### src/rtl/con_dump_if.sv
// Console read port plus dump stream for con_dump_ctrl.
// master = the dump controller, slave = memory/sink side.
interface con_dump_if #(
    parameter int ADDR_W = 10,
    parameter int DATA_W = 32
);
    logic [3:0]        con_write;
    logic [ADDR_W-1:0] con_addr;
    logic [DATA_W-1:0] con_out;
    logic              dout_valid;
    logic              dout_ready;
    logic [ADDR_W-1:0] dout_addr;
    logic [DATA_W-1:0] dout_data;

    modport master (
        output con_write, con_addr, dout_valid, dout_addr, dout_data,
        input  con_out, dout_ready
    );
    modport slave (
        input  con_write, con_addr, dout_valid, dout_addr, dout_data,
        output con_out, dout_ready
    );
endinterface

### src/rtl/con_dump_ctrl.sv
// Halt-loop detector and console memory dump sequencer for the RV32IMC core.
// Streams words 0..last_addr out as valid/ready beats once the program halts or on start.
module con_dump_ctrl #(
    parameter int ADDR_W      = 10,
    parameter int DATA_W      = 32,
    parameter int IDLE_THRESH = 50,
    parameter int RD_LAT      = 1
) (
    input  logic              CLK,
    input  logic              rst,
    input  logic [31:0]       if_inst,
    input  logic              start,
    input  logic [ADDR_W-1:0] last_addr,
    con_dump_if.master        bus,
    output logic              core_done,
    output logic [31:0]       cycle_count,
    output logic              busy,
    output logic              dump_done
);
    localparam int RUN_W = $clog2(IDLE_THRESH + 1);
    localparam int WC_W  = (RD_LAT > 1) ? $clog2(RD_LAT) : 1;

    typedef enum logic [2:0] {WATCH, READ, WAIT, SEND, DONE} state_t;

    state_t            state;
    logic [31:0]       prev_inst;
    logic [RUN_W-1:0]  run, run_nxt;
    logic              done_hit;
    logic [ADDR_W-1:0] ptr, lim;
    logic [WC_W-1:0]   wcnt;

    always_comb begin
        run_nxt = '0;
        if (if_inst == prev_inst)
            run_nxt = (run == RUN_W'(IDLE_THRESH)) ? run : run + 1'b1;
    end
    // Stays true while the loop continues; only the first hit counts as a trigger.
    assign done_hit = (run_nxt == RUN_W'(IDLE_THRESH));

    always_ff @(posedge CLK) begin
        if (rst) begin
            prev_inst   <= '0;
            run         <= '0;
            core_done   <= 1'b0;
            cycle_count <= '0;
        end else begin
            prev_inst <= if_inst;
            run       <= run_nxt;
            if (done_hit)
                core_done <= 1'b1;
            if (!core_done && cycle_count != '1)
                cycle_count <= cycle_count + 1'b1;
        end
    end

    assign bus.con_write = 4'h0;

    always_ff @(posedge CLK) begin
        if (rst) begin
            state          <= WATCH;
            ptr            <= '0;
            lim            <= '0;
            wcnt           <= '0;
            bus.con_addr   <= '0;
            bus.dout_valid <= 1'b0;
            bus.dout_addr  <= '0;
            bus.dout_data  <= '0;
            busy           <= 1'b0;
            dump_done      <= 1'b0;
        end else begin
            case (state)
                WATCH: if ((done_hit && !core_done) || start) begin
                    ptr   <= '0;
                    lim   <= last_addr;
                    busy  <= 1'b1;
                    state <= READ;
                end
                READ: begin
                    bus.con_addr <= ptr;
                    wcnt         <= '0;
                    state        <= WAIT;
                end
                WAIT: begin
                    wcnt <= wcnt + 1'b1;
                    if (wcnt == WC_W'(RD_LAT - 1)) begin
                        bus.dout_data  <= bus.con_out;
                        bus.dout_addr  <= ptr;
                        bus.dout_valid <= 1'b1;
                        state          <= SEND;
                    end
                end
                SEND: if (bus.dout_ready) begin
                    bus.dout_valid <= 1'b0;
                    // Compare before increment so ptr never wraps on a full-range dump.
                    if (ptr == lim) begin
                        busy      <= 1'b0;
                        dump_done <= 1'b1;
                        state     <= DONE;
                    end else begin
                        ptr   <= ptr + 1'b1;
                        state <= READ;
                    end
                end
                DONE:    state <= DONE;
                default: state <= WATCH;
            endcase
        end
    end
endmodule

### src/flat_wrapper.sv
// flat-port wrapper written by rule: the top's interface ports become plain ports
module con_dump_ctrl_flat 
#(
    parameter int ADDR_W      = 10,
    parameter int DATA_W      = 32,
    parameter int IDLE_THRESH = 50,
    parameter int RD_LAT      = 1
)
  (CLK, rst, if_inst, start, last_addr, core_done, cycle_count, busy, dump_done, bus_con_write, bus_con_addr, bus_dout_valid, bus_dout_addr, bus_dout_data, bus_con_out, bus_dout_ready);
  con_dump_if #(.ADDR_W(ADDR_W), .DATA_W(DATA_W)) bus_i ();
  input  logic CLK;
  input  logic rst;
  input  logic [31:0] if_inst;
  input  logic start;
  input  logic [ADDR_W-1:0] last_addr;
  output logic core_done;
  output logic [31:0] cycle_count;
  output logic busy;
  output logic dump_done;
  output wire logic [$bits(bus_i.con_write)-1:0] bus_con_write;
  output wire logic [$bits(bus_i.con_addr)-1:0] bus_con_addr;
  output wire logic [$bits(bus_i.dout_valid)-1:0] bus_dout_valid;
  output wire logic [$bits(bus_i.dout_addr)-1:0] bus_dout_addr;
  output wire logic [$bits(bus_i.dout_data)-1:0] bus_dout_data;
  input wire logic [$bits(bus_i.con_out)-1:0] bus_con_out;
  input wire logic [$bits(bus_i.dout_ready)-1:0] bus_dout_ready;
  assign bus_con_write = bus_i.con_write;
  assign bus_con_addr = bus_i.con_addr;
  assign bus_dout_valid = bus_i.dout_valid;
  assign bus_dout_addr = bus_i.dout_addr;
  assign bus_dout_data = bus_i.dout_data;
  assign bus_i.con_out = bus_con_out;
  assign bus_i.dout_ready = bus_dout_ready;
  con_dump_ctrl #(.ADDR_W(ADDR_W), .DATA_W(DATA_W), .IDLE_THRESH(IDLE_THRESH), .RD_LAT(RD_LAT)) u_core (.CLK(CLK), .rst(rst), .if_inst(if_inst), .start(start), .last_addr(last_addr), .bus(bus_i), .core_done(core_done), .cycle_count(cycle_count), .busy(busy), .dump_done(dump_done));
endmodule
### config.mk
export PLATFORM = sky130hd
export DESIGN_NAME = con_dump_ctrl_flat
export DESIGN_NICKNAME = d
export VERILOG_FILES = /design/src/rtl/con_dump_if.sv /design/src/rtl/con_dump_ctrl.sv /design/src/flat_wrapper.sv
export SDC_FILE = /design/constraint.sdc
export NUM_CORES = 1
export LEC_CHECK = 0
export CORE_UTILIZATION = 37
export DETAILED_ROUTE_END_ITERATION = 10
export GPL_ROUTABILITY_DRIVEN = 0
export GPL_TIMING_DRIVEN = 0
export HOLD_SLACK_MARGIN = 0.02
export PLACE_DENSITY_LB_ADDON = 0.15
export SYNTH_ARGS = -nofsm -noshare
export SYNTH_HDL_FRONTEND = slang
export SYNTH_SLANG_ARGS = --single-unit
export TNS_END_PERCENT = 5
### constraint.sdc
create_clock -name CLK -period 3.2 [get_ports CLK]
set_clock_uncertainty 0.1 [all_clocks]
set_input_delay 0.96 -clock CLK [delete_from_list [all_inputs] [get_ports CLK]]
set_output_delay 0.96 -clock CLK [all_outputs]
set_load 0.01 [all_outputs]
# Yosys cells after proc, flatten, opt, wreduce, memory -nomap -nowiden
# Index checks and enable logic that the tools add are counted.
[op_classes]
reduce_logical = 15
eq_ne = 14
mux = 19
add_sub_neg = 4
bitwise = 1
[ops]
columns = ["op", "count"]
rows = [
  ["32-bit by 1-bit adder with 32-bit output (second input constant)", 1],
  ["32-bit equality test", 1],
  ["32-bit != test (second input constant)", 1],
  ["10-bit 2-to-1 mux", 3],
  ["10-bit one-hot mux with 2 select lines", 1],
  ["3-bit one-hot mux with 5 select lines", 1],
  ["6-bit equality test (second input constant)", 2],
  ["3-bit 2-to-1 mux", 4],
  ["6-bit 2-to-1 mux", 2],
  ["10-bit by 1-bit adder with 10-bit output (second input constant)", 1],
  ["10-bit equality test", 1],
  ["3-bit AND reduction", 3],
  ["4-bit AND reduction", 2],
  ["6-bit by 1-bit adder with 6-bit output (second input constant)", 1],
  ["3-bit by 2-bit equality test with 1-bit output (second input constant)", 2],
  ["2-bit != test (second input constant)", 3],
  ["1-bit one-hot mux with 2 select lines", 3],
  ["2-bit nonzero test", 3],
  ["1-bit 2-to-1 mux", 5],
  ["2-bit by 1-bit != test with 1-bit output (second input constant)", 2],
  ["2-bit AND reduction", 2],
  ["3-bit by 1-bit equality test with 1-bit output (second input constant)", 1],
  ["3-bit equality test (second input constant)", 1],
  ["3-bit zero test", 1],
  ["other kinds (5)", 6],
]
[totals]
input_bits = 78
out_inout_bits = 92
elab_cells = 67
register_bits = 150

# Longest topological paths before layout
# Gate-level depths: netlist of run 1.
[logic_depth]
word_depth = 8
depth_mapped = 10
ltp_nobuf = 8

# Least setup slack after synthesis of run 1
# OpenSTA, ideal clock, no wires.
[synth_path]
path_kind = "input to register"
from = "input port if_inst[29]"
to = "register u_core.ptr[5]"
setup_ns = 0.142
arrival_time_ns = 2.340
path_slack_ns = 0.618
path_stages = 7
cell_sequence = "xor2_1 > nor4_1 > nand4_1 > nor4_1 > or2_1 > buf_6 > a311oi_2"
[synth_between]
elab_chain_cells = 7
[synth_lines]
columns = ["element", "line", "source"]
rows = [
  ["from (decl)", "flat_wrapper.sv:13", "input logic [31:0] if_inst;"],
  ["32-bit equality test", "con_dump_ctrl.sv:34", "if (if_inst == prev_inst)"],
  ["6-bit 2-to-1 mux", "con_dump_ctrl.sv:34", ""],
  ["6-bit equality test", "con_dump_ctrl.sv:38", "assign done_hit = (run_nxt == RUN_W'(IDLE_THRESH));"],
  ["1-bit logical AND", "con_dump_ctrl.sv:72", "WATCH: if ((done_hit && !core_done) || start) begin"],
  ["1-bit logical OR", "con_dump_ctrl.sv:72", ""],
  ["2-bit by 1-bit != test with 1-bit output (no source line)", "-", ""],
  ["4-bit AND reduction (no source line)", "-", ""],
  ["to (signal assigned)", "con_dump_ctrl.sv:100", "ptr <= ptr + 1'b1;"],
  ["to (decl)", "con_dump_ctrl.sv:29", "logic [ADDR_W-1:0] ptr, lim;"],
]
# Every way passes these cells.
# A chain may end at the register's enable or synchronous reset.

# Worst setup path after layout of run 1
[layout_path]
from = "input port if_inst[17]"
to = "register u_core.ptr[4]"
# The elaborated chain is that of the path after synthesis.

==> results.json, run 1 <==
{
  "status": "finished clean",
  "netlist_area_sq_mm": 0.006589,
  "yosysWarningCount": 0,
  "clk_pin_slew_ns": 0.06,
  "hpwl_mm": 12.18,
  "rsz0062_at_grt": "no",
  "final.setup.tns_ns": 0,
  "routed-via-count": 5789,
  "nets": 1014,
  "cts_tree": "done",
  "hold_end": "u_core.bus.dout_data[21]",
  "synth-edff-count": 0,
  "max_slew_margin": 0.4182,
  "yosys.cell_types.count": 57,
  "wirelength_mm": 17.01,
  "critPathMaxStageDelay_ns": 0.44,
  "final_area_sq_mm": 0.009184,
  "die_x_um": 135.4,
  "core_area_sq_mm": 0.01736,
  "io_buffers": 165,
  "max_freq_mhz": 332.2,
  "synthArstFlopShare": 0,
  "power_leakage_nw": 3.350,
  "drc_errors": 0,
  "synth_flop_cell": "dfxtp_1",
  "worst-endpoint-required_ns": 3.37,
  "wl_per_cell_um": 14.55,
  "timing.hold.ws_ns": 0.3519,
  "netlist_instances": 745,
  "n_fill_cell": 1634,
  "vias_per_cell": 4.952,
  "maxCapViolations": 0,
  "holdPathStages": 2,
  "ys_seq_area_frac": 0.4558,
  "grt_pass1_vias": 5396,
  "drt_iter0_markers": 322,
  "clock_latency_ns": 0.42,
  "path_cells": "clkdlybuf4s50_1 > xor2_1 > nor4_1 > nand4_1 > nor4_2 > or2_1 > buf_6 > a311oi_2",
  "grt_pass1_wl_mm": 27.27,
  "h-tree-depth": 4,
  "dpl_cell_area_sq_mm": 0.008533,
  "slew_violations": 0,
  "num_io_pins": 170,
  "irDropWorstVdd_mv": 0.3517,
  "post-route-period-util": 0.9407,
  "fin_ws_ns": 0.1897,
  "finalNonFillerCells": 1169,
  "grt_max_degree": 17,
  "antenna_found_initial": 0,
  "period_needed_ns": 3.010,
  "grt-ovfl-total": 0,
  "path_max_fanout": 9,
  "die-area_sq_mm": 0.01835,
  "cts_buffer_depth": 2,
  "ys_ff_latch": 150,
  "root_buffer": "clkbuf_16",
  "worst_pin_slew_ns": 0.8727,
  "hp-class": "reg -> reg",
  "power_density_mw_per_mm2": 520.1,
  "cts_buffers": 17,
  "pre_cts_slack_ns": -0.3214,
  "grt_util_all_layers": 0.1895,
  "r2r_cells": 8,
  "n_antenna_cell": 0,
  "ant_nets": 0,
  "place_inst": 1138,
  "num_rows": 48,
  "r2r_end": "u_core.ptr[7]",
  "drt_pass1_iterations": 5,
  "crit_type": "in -> reg",
  "hold_viol": 0,
  "end_kind": "register",
  "min_from": "u_core.bus.dout_data[21]",
  "cts.sinks": 150,
  "startpoint_type": "input pin",
  "initial_core_util": 0.3796,
  "setup_viol": 0,
  "drive_above_1_share": 0.07521,
  "avgSynthCellArea_sq_um": 8.844,
  "reg2reg_from": "u_core.ptr[5]",
  "reg2reg_slack_ns": 0.76,
  "slowest_stage": "clkdlybuf4s50_1",
  "multiInputGateArea_sq_mm": 0.003308,
  "die_y_um": 135.4,
  "arrival_ns": 3.18,
  "seqCellArea_sq_mm": 0.003003,
  "areaGrowthSynthToFinish_pct": 39.38
}
[report_power, final]
| part | leakage [nW] | switching [mW] | total, mW | internal, mW |
|---|---|---|---|---|
| clock | 0.309 | 0.787 | 2.19 | 1.40 |
| combinational | 1.82 | 0.313 | 0.595 | 0.282 |
| sequential | 1.22 | 0.0462 | 1.99 | 1.95 |
| total | 3.35 | 1.15 | 4.78 | 3.63 |
[per-stage QoR]
stage	power (mW)	utilization
after floorplan	2.351	-
after global placement	2.626	0.4916
after detailed placement	2.630	0.4916
after CTS	4.827	0.5288
after global routing	4.974	0.5291
final	4.777	0.5291
[layout by cell type, fill, tap and decap left out, types with 7 or more instances in the layout]
master / instances
and3_1: 8
nor2b_1: 33
o21ai_0: 10
nand3_1: 24
and2_1: 10
nor4_1: 11
clkbuf_1: 36
nand2_1: 114
nor3_1: 21
and4_1: 8
clkbuf_16: 17
xor2_1: 58
xnor2_1: 15
nand4_1: 21
clkdlybuf4s50_1: 165
mux2i_1: 11
a31oi_1: 14
dfxtp_1: 150
or4b_2: 10
a21oi_1: 57
inv_1: 7
nor2_1: 53
[worst max-delay path, delay by kind of cell]
kind	cells	cell delay [ns]
AOI/OAI and AO/OA	1	0.10
and+or+nand+nor	4	1.35
xor gates and xnor gates	1	0.16
buffers and inverters	2	0.60
[cells in the mapped netlist, drive strengths merged, types with 4 or more instances]
cell type,instances,area [sq um]
a21oi,58,301.5
a31oi,15,108.9
xor2,58,508.0
nand2b,5,31.28
nor2b,33,206.5
clkbuf,38,153.9
o21ai,10,50.05
nor4b,5,43.79
inv,7,26.28
nor4,15,138.9
or3,5,36.28
mux2i,11,110.1
xnor2,15,131.4
nor2,53,198.9
dfxtp,150,3003
or4b,10,100.1
nor3,21,105.1
nand4,21,131.4
and4,8,70.07
nand3,25,137.6
ha,4,50.05
and2,11,70.07
nand2,114,427.9
a311oi,5,75.07
buf,14,111.4
and3,8,50.05
[registers in the layout, summed over array words and instances (netlist names)]
name,flops
u_core.bus.dout_data,32
u_core.cycle_count,32
u_core.dump_done,1
u_core.run,6
u_core.prev_inst,32
u_core.lim,10
u_core.core_done,1
u_core.wcnt,1
u_core.bus.dout_addr,10
u_core.bus.dout_valid,1
u_core.bus.con_addr,10
u_core.state,3
u_core.ptr,10
u_core.busy,1
[how the worst max path moves through the flow]
stage	depth (start not counted)	startpoint	to	slack, ns
floorplan	7	if_inst[29]	u_core.ptr[5]	0.62
global placement	8	if_inst[17]	u_core.ptr[4]	-0.36
detailed placement	8	if_inst[17]	u_core.ptr[4]	-0.32
CTS	8	if_inst[17]	u_core.ptr[4]	0.10
global route	8	if_inst[19]	u_core.ptr[5]	0.04
finish	8	if_inst[17]	u_core.ptr[4]	0.19
[routing by layer]
metal  vias up  track usage  share of wire  routed length (um)
li1       2922            -              -                   -
met1      2686       0.2582           0.48                8110
met2       171       0.2986           0.45                7720
met3        10      0.04527          0.061                1035
met4         0      0.04931         0.0085                 144
met5         -            0              0                   0
[what timing repair did]
item	CTS	global route
endpoints found under the setup margin	0	9
hold buffers	0	0
buffers inserted	0	0
gates resized for setup	0	1
[cell families after synthesis]
family                   Yosys count  share of synthesized area
buffers and inverters             60                    0.04482
other                              1                  0.0005691
adder cells (fa/ha/maj)            4                   0.007596
XOR/XNOR                          73                    0.09704
AND/OR/NAND/NOR                  343                     0.2761
AO/OA/AOI/OAI                    103                     0.1014
flip-flops                       150                     0.4558
multiplexers                      11                    0.01671
[layout make-up]
cell class | instances | area share
tap | 225 | 0.03065
buffer | 52 | 0.02888
inverter | 8 | 0.003270
clock inverter | 12 | 0.02193
sequential | 150 | 0.3270
timing repair buffer | 165 | 0.1798
multi-input combinational | 538 | 0.3602
clock buffer | 19 | 0.04823
(Power assumes the default switching activity.)
==> inputs of run 2 (changes only) <==
==> constraint.sdc (replaced) <==
create_clock -name CLK -period 3.2 [get_ports CLK]
set_clock_uncertainty 0.1 [all_clocks]
set_input_delay 0.96 -clock CLK [delete_from_list [all_inputs] [get_ports CLK]]
set_output_delay 0.96 -clock CLK [all_outputs]
set_load 0.1 [all_outputs]
==> run 2 against run 1 <==
Net effect:
- die area did not move
- critical path type is now reg -> out
- via count hardly changed
- cell area about the same
- worst setup slack got worse by 0.055 ns
- flip-flop and latch count unchanged
- fmax decreased by 1.8%
- sequential share of layout area hardly changed
- largest cell class unchanged
- sequential power about the same
- critical path depth down 7
- largest power group unchanged
==> results.json, run 2 (same netlist as run 1, synthesis figures left out) <==
{
  "status": "finished clean",
  "io_buffers": 165,
  "worst-endpoint-required_ns": 2.14,
  "hold_end": "u_core.bus.dout_data[21]",
  "crit_buf_inv": 1,
  "hold_viol": 0,
  "reg2reg_from": "u_core.state[2]",
  "hpwl_mm": 12.18,
  "period_needed_ns": 3.065,
  "grt-ovfl-total": 0,
  "path_max_fanout": 6,
  "r2r_end": "u_core.ptr[4]",
  "h-tree-depth": 4,
  "irDropWorstVdd_mv": 0.3513,
  "maxCapViolations": 0,
  "grt_util_all_layers": 0.1895,
  "power_density_mw_per_mm2": 548.3,
  "drt_iter0_markers": 313,
  "cts_setup_buffers": 0,
  "grt_pass1_wl_mm": 27.27,
  "critPathMaxStageDelay_ns": 1.18,
  "num_rows": 48,
  "nets": 1014,
  "holdPathStages": 2,
  "core_area_sq_mm": 0.01736,
  "initial_core_util": 0.3796,
  "wl_per_cell_um": 14.53,
  "clk_pin_slew_ns": 0.06,
  "cts_buffers": 17,
  "ant_nets": 0,
  "cts_buffer_depth": 2,
  "die_x_um": 135.4,
  "cts_tree": "done",
  "routed-via-count": 5787,
  "final_cell_mix": "clkdlybuf4s50_1 (163), dfxtp_1 (150), nand2_1 (114)",
  "rsz0062_at_grt": "no",
  "setup_viol": 0,
  "min_from": "u_core.bus.dout_data[21]",
  "drive_above_1_share": 0.07521,
  "timing.hold.ws_ns": 0.3519,
  "path_cells": "clkdlybuf4s50_1",
  "slowest_stage": "clkdlybuf4s50_1",
  "reg_top3": "u_core.bus.dout_data: 32 flops, u_core.cycle_count: 32 flops, u_core.prev_inst: 32 flops",
  "final_common_cell": "clkdlybuf4s50_1",
  "power_leakage_nw": 3.374,
  "antenna_found_initial": 0,
  "end_kind": "output port",
  "arrival_ns": 2.01,
  "clock_latency_ns": 0.42,
  "critPathLaunch": "u_core.cycle_count[27]",
  "root_buffer": "clkbuf_16",
  "r2r_cells": 8,
  "max_slew_margin": 0.3119,
  "critical-path-top-delay-family": "buffers and inverters",
  "reg2reg_slack_ns": 0.77,
  "pre_cts_slack_ns": -0.3214,
  "slew_violations": 0,
  "worst_pin_slew_ns": 1.029,
  "max_freq_mhz": 326.3,
  "areaGrowthSynthToFinish_pct": 39.40,
  "post-route-period-util": 0.9578,
  "grt_max_degree": 17,
  "die_y_um": 135.4,
  "finish.utilization": 0.5292,
  "num_io_pins": 170,
  "crit_type": "reg -> out",
  "grt_pass1_vias": 5396,
  "n_antenna_cell": 0,
  "fin_ws_ns": 0.1350,
  "hp-class": "reg -> reg",
  "wirelength_mm": 16.98,
  "startpoint_type": "register",
  "drt_pass1_iterations": 5,
  "drc_errors": 0,
  "die-area_sq_mm": 0.01835,
  "vias_per_cell": 4.950,
  "cts.sinks": 150
}
## run 2: through the flow
step                      std cells  total power [mW]  TNS (ns)  area (sq um)
after CTS                      1169             5.091         0          9176
after detailed placement       1138             2.893    -5.813          8533
after floorplan                 748             2.615         0          6600
final                          1169             5.036         0          9185
after global routing           1169             5.237         0          9185
after global placement         1138             2.890    -6.881          8533
## run 2: worst max-delay path by stage
stage / end / slack, ns / cells past startpoint
detailed placement: u_core.ptr[4] / -0.32 / 8
global placement: u_core.ptr[4] / -0.36 / 8
CTS: cycle_count[26] / 0.07 / 1
global route: u_core.ptr[5] / 0.04 / 8
finish: cycle_count[27] / 0.13 / 1
floorplan: u_core.cycle_count[0] / 0.45 / 8
## run 2: area by class of cell
type | count | area, sq um
clock buffers | 19 | 442.9
clock inverters | 12 | 201.4
multi-input cells | 538 | 3308
flip-flops and latches | 150 | 3003
fillers | 1635 | 8172
repair buffers | 165 | 1653
inverters | 8 | 30.03
well taps | 225 | 281.5
plain buffers | 52 | 265.3
## run 2: metal layers
| metal | vias up | global-route usage | share of wire |
|---|---|---|---|
| met1 | 2695 | 0.2582 | 0.48 |
| li1 | 2922 | - | - |
| met4 | 0 | 0.04931 | 0.0085 |
| met3 | 10 | 0.04527 | 0.060 |
| met5 | - | 0 | 0 |
| met2 | 160 | 0.2986 | 0.45 |
## run 2: repair_timing
item	in CTS	in global routing
pin swaps	0	0
gates resized for setup	1	2
hold buffers	0	0
endpoints found under the setup margin	1	10
## run 2: power by group
| group | switching [mW] | total, mW | internal (mW) |
|---|---|---|---|
| Combinational | 0.575 | 0.857 | 0.281 |
| Clock | 0.784 | 2.19 | 1.40 |
| Sequential | 0.0460 | 1.99 | 1.95 |
